File: config.mk
export PLATFORM = sky130hd
export DESIGN_NAME = if_id_queue
export DESIGN_NICKNAME = d
export VERILOG_FILES = /design/src/rtl/if_id_queue.sv
export SDC_FILE = /design/constraint.sdc
export NUM_CORES = 1
export LEC_CHECK = 0
export BUFFER_PORTS_ARGS = -buffer_cell sky130_fd_sc_hd__buf_2
export CAP_MARGIN = 20
export CELL_PAD_IN_SITES_DETAIL_PLACEMENT = 1
export CELL_PAD_IN_SITES_GLOBAL_PLACEMENT = 1
export CORE_MARGIN = 4
export CORE_UTILIZATION = 40
export CTS_BUF_LIST = sky130_fd_sc_hd__clkbuf_2
export DETAILED_ROUTE_END_ITERATION = 8
export HOLD_SLACK_MARGIN = 0.02
export PLACE_DENSITY = 0.79
export SLEW_MARGIN = 10
export SYNTH_ARGS = -nofsm -noshare
export SYNTH_HDL_FRONTEND = slang
export SYNTH_SLANG_ARGS = --single-unit
File: constraint.sdc
create_clock -name clk -period 10.7 [get_ports clk]
set_input_delay 1.07 -clock clk [delete_from_list [all_inputs] [get_ports clk]]
set_output_delay 1.07 -clock clk [all_outputs]
set_load 0.05 [all_outputs]
File: src/rtl/if_id_queue.sv
`default_nettype none
// ============================================================================
// Module      : if_id_queue
// Description : Fetch-to-decode instruction queue, circular buffer with
//               first-word-fall-through head, flush and hold controls.
// Revision    : 1.0 - initial release
// ============================================================================
module if_id_queue #(
  parameter int                XLEN  = 32,
  parameter int                ILEN  = 32,
  parameter int                DEPTH = 2,
  parameter logic [ILEN-1:0]   NOP   = 32'h00000013
) (
  input  logic                       clk,
  input  logic                       rst,
  input  logic                       flush_i,
  input  logic                       hold_i,
  input  logic                       in_valid_i,
  output logic                       in_ready_o,
  input  logic [XLEN-1:0]            inst_addr_i,
  input  logic [ILEN-1:0]            inst_i,
  output logic                       out_valid_o,
  input  logic                       out_ready_i,
  output logic [XLEN-1:0]            inst_addr_o,
  output logic [ILEN-1:0]            inst_o,
  output logic [$clog2(DEPTH+1)-1:0] count_o
);

  localparam int c_PTR_W = (DEPTH > 1) ? $clog2(DEPTH) : 1;
  localparam int c_CNT_W = $clog2(DEPTH + 1);

  logic [XLEN-1:0]    r_addr_mem [DEPTH];
  logic [ILEN-1:0]    r_inst_mem [DEPTH];
  logic [c_PTR_W-1:0] r_rd_ptr;
  logic [c_PTR_W-1:0] r_wr_ptr;
  logic [c_CNT_W-1:0] r_count;

  logic w_push;
  logic w_pop;
  logic w_not_empty;

  // Pointers wrap explicitly so non-power-of-two depths work.
  function automatic logic [c_PTR_W-1:0] next_ptr(input logic [c_PTR_W-1:0] p);
    return (p == c_PTR_W'(DEPTH - 1)) ? '0 : p + c_PTR_W'(1);
  endfunction

  assign w_not_empty = (r_count != '0);
  assign in_ready_o  = (r_count < c_CNT_W'(DEPTH)) & ~hold_i & ~flush_i;
  assign w_push      = in_valid_i & in_ready_o;
  assign w_pop       = w_not_empty & out_ready_i & ~hold_i & ~flush_i;

  assign out_valid_o = w_not_empty;
  assign inst_o      = w_not_empty ? r_inst_mem[r_rd_ptr] : NOP;
  assign inst_addr_o = w_not_empty ? r_addr_mem[r_rd_ptr] : '0;
  assign count_o     = r_count;

  always_ff @(posedge clk or posedge rst) begin
    if (rst) begin
      r_rd_ptr <= '0;
      r_wr_ptr <= '0;
      r_count  <= '0;
    end else if (flush_i) begin
      r_rd_ptr <= '0;
      r_wr_ptr <= '0;
      r_count  <= '0;
    end else begin
      if (w_push) r_wr_ptr <= next_ptr(r_wr_ptr);
      if (w_pop)  r_rd_ptr <= next_ptr(r_rd_ptr);
      unique case ({w_push, w_pop})
        2'b10:   r_count <= r_count + c_CNT_W'(1);
        2'b01:   r_count <= r_count - c_CNT_W'(1);
        default: r_count <= r_count;
      endcase
    end
  end

  // Storage is never reset; the head mux hides it whenever the queue is empty.
  always_ff @(posedge clk) begin
    if (w_push) begin
      r_addr_mem[r_wr_ptr] <= inst_addr_i;
      r_inst_mem[r_wr_ptr] <= inst_i;
    end
  end

endmodule
`default_nettype wire

==> summary.txt <==
Place
  • Port Buf Inserts: 137
  • Setup Slack @ Placement: 7.51 ns
  • Half-perimeter wire length after placement: 6990 um
  • Routability congestion estimate from global placement: 0.735

STA
  • Max Transition Viols Final: 0
  • Relative slew margins: 45.6%
  • Count of endpoints failing hold in the final timing report: 0
  • Final critical-path required period: 3.91 ns
  • Slew @ Worst Pin: 0.815 ns
  • Unrepaired setup endpoints after global routing: no
  • Sum of negative setup slack: 0 ns
  • Worst Setup Slack, final: 6.79 ns
  • Final cycle utilization of the critical path: 36.5%
  • Total of endpoints with negative setup slack in the final report: 0
  • Worst clock skew on the final layout: 0.0187 ns
  • F_max: 256 MHz

Cells and area
  • Proportion of layout cells with a drive suffix above 1: 38.6%
  • Area growth from synthesis to layout: 23.0%
  • Antenna Cells: 0
  • Final net count: 515

Floorplanning
  • Row count: 40
  • Count of boundary I/O pins: 138
  • Placeable core region: 0.0122 mm^2
  • Die ar.: 0.0145 mm^2
  • Die height: 120 um
  • Die outline width: 120 um
  • Starting utilization of the core area: 41.5%

Setup path
  • Largest incremental delay on the critical path: 0.65 ns
  • Startpoint-to-endpoint class of the critical path: register to output port
  • Max Fanout on Critical Path: 33
  • Category of the worst setup path capture point: output port
  • Kind of cell with the highest combined delay on the critical path: buffers and inverters
  • Count of buffering cells on the critical path with inverters included: 3
  • Startpoint type of the worst setup path: register
  • Critical-path cell with the highest stage delay: nor2_4
  • Ordered cell list for the critical path: nor2_4, buf_4, inv_1, nand2_1, buf_2
  • WP data arrival: 2.84 ns
  • Required time of the critical path: 9.63 ns

Power and ir drop
  • Leakage dissipation: 2.32 nW
  • Cell area power density: 165 mW/mm^2
  • Internal power: 0.763 mW
  • Switching power share of the total: 25.4%
  • Clock power frac: 31.4%
  • Worst-case vdd ir drop: 0.0873 mV
  • Register share of total power: 57.0%
  • Logic pwr share: 11.6%
  • Net load switching power: 0.260 mW

Detailed routing
  • Post-route antenna net violation count: 0
  • Total number of vias: 2929
  • Per-cell routed wire length: 16.8 um
  • Total wire length: 10500 um
  • Drt via density: 4.68
  • DRC violations left: 0
  • Detailed router's first-iteration violation count: 141
  • DRT Pass-1 Iters: 4

Run status
  • Status: finished clean

Flow run
  • # Max-Cap Violations: 0

Global routing
  • Antenna violations before repair: 0
  • Overall fraction of global-route tracks in use: 14.9%
  • Wire length of the first global-routing pass: 16300 um
  • Vias in the first global route: 3262
  • Maximum number of pins on one net before global-route repair: 67
  • Overflow after GRT: 0

Synthesis
  • Number of flip-flops and latches in the synthesized netlist: 132
  • Ranking of synthesized cells by area: edfxtp_1 (76%), mux2i_1 (13%), nor2_1 (4.5%)
  • Sequential area share after synthesis: 78.1%
  • Unique cell type count in the Yosys netlist: 22
  • Cell accounting for the most synthesized area: edfxtp_1
  • Gate count of the mapped netlist: 296
  • Synthesized cell area: 0.00505 mm^2
  • Per-instance average area after synthesis: 17.1 um^2
  • Synthesized Nets: 366
  • Share of the synthesized area in the top cell type: 76.1%
  • Count of synthesis-stage warnings from yosys: 0

Clocking
  • Cells resized by post-CTS repair: 0
  • Maximum level of the CTS H-tree: 4
  • Root buffer cell: clkbuf_2
  • Number of buffers created by CTS: 17
  • Total setup buffers inserted after CTS: 0
  • # hold bufs at CTS: 0
  • Number of buffers between clock root and the deepest sink: 2
  • CTS tree: built
  • TritonCTS Sinks: 132
  • Later-pin clock latency in the skew report: 0.67 ns
  • Clock slew at reported path FFs: 0.17 ns

Min path
  • Type of the most critical hold path: primary input to asynchronous set/reset pin
-- cells in the final DEF, fill, tap and decap left out --
cell type   count
mux2_2          1
buf_2         137
a311oi_1        1
nor2_4          1
clkinv_4        1
nor4_2          1
buf_4           5
edfxtp_1      128
dfrtp_4         1
nor2_1         61
nand2b_4        1
bufinv_16       4
nor3b_1         1
mux2i_1        64
dfrtp_1         3
o21ai_1         1
inv_1           3
or3_1           2
clkinv_1        4
xnor2_1         1
a21oi_1         4
nand2_1         4
nor4b_2         1
clkinv_2        2
nand2b_1        1
nor3_1          1
clkinvlp_4      1
clkbuf_2       20
o21ai_0         2
buf_16          1
-- path summary, 6_finish.rpt --
| check | slack, ns | cells after the start | from | end |
|---|---|---|---|---|
| worst max-delay path | 6.79 | 5 | count_o[1] | inst_o[0] |
| worst min register to register | 0.61 | 2 | r_wr_ptr | r_wr_ptr |
| worst max register to register | 8.90 | 3 | count_o[1] | r_inst_mem[1][10] |
| worst min-delay path | 0.26 | 2 | rst | count_o[1] |
| min in group clk | 0.57 | 1 | inst_addr_i[25] | r_addr_mem[0][25] |
| max in group asynchronous | 10.24 | 2 | rst | r_rd_ptr |
-- layout make-up --
| type | instances | area, um^2 |
|---|---|---|
| clock buffer | 20 | 100 |
| clock inverter | 12 | 161 |
| fill | 1280 | 5950 |
| inverter | 3 | 11.3 |
| multi-input combinational | 148 | 1030 |
| sequential | 132 | 3950 |
| tap | 168 | 210 |
| timing repair buffer | 143 | 751 |
-- worst reg2reg max path: cells and delay by family (launching register included) --
family,cells,cell delay [ns]
buffers and inverters,1,0.46
DFF,1,0.51
and+or+nand+nor,2,0.47
-- power groups by stage --
stage,combinational [mW],sequential [mW],clock [mW]
6_report,0.118,0.584,0.321
2_1_floorplan,0.0801,0.596,0
5_1_grt,0.126,0.585,0.361
3_5_place_dp,0.117,0.598,0
3_3_place_gp,0.114,0.597,0
4_1_cts,0.117,0.586,0.336
-- logic make-up (layout without fill, tap and decap cells) --
logic type	Yosys count	in the layout	synth area share, %
xor+xnor	1	1	0.173
simple gates	74	74	6.14
flops	132	132	78.1
mux	65	65	12.9
compound gates	8	8	0.867
buf+inv	16	178	1.81
-- flip-flops by register name (all words and copies together), names as in the netlist --
signal / flops
r_wr_ptr: 1
r_rd_ptr: 1
r_addr_mem: 64
count_o: 2
r_inst_mem: 64
-- synthesized netlist by cell type (all sizes together) --
cell / number
a21oi: 4
o21ai: 3
xnor2: 1
inv: 3
edfxtp: 128
mux2: 1
nand2b: 2
mux2i: 64
nor3: 1
nor3b: 1
nor2: 62
a311oi: 1
dfrtp: 4
nor4: 1
or3: 2
nand2: 4
nor4b: 1
buf: 13
-- per-layer routing --
| layer | vias to the layer above | global-route usage, % | wire [um] |
|---|---|---|---|
| li1 | 1405 | - | - |
| met1 | 1411 | 16.9 | 4310 |
| met2 | 97 | 25.8 | 5400 |
| met3 | 16 | 4.96 | 634 |
| met4 | 0 | 6.44 | 154 |
| met5 | - | 0 | 0 |
-- per-stage QoR --
stage               utilization (%)  cell area (um^2)  power, mW  std cells  hold slack [ns]
floorplan                         -              5050      0.676        296            0.519
global placement               48.7              5920      0.711        593            0.566
detailed placement             48.7              5920      0.715        593            0.595
CTS                            50.9              6190       1.04        625            0.154
global route                   51.1              6210       1.07        626            0.152
finish                         51.1              6210       1.02        626            0.256
Note: power is estimated with default switching activity, not from simulation.
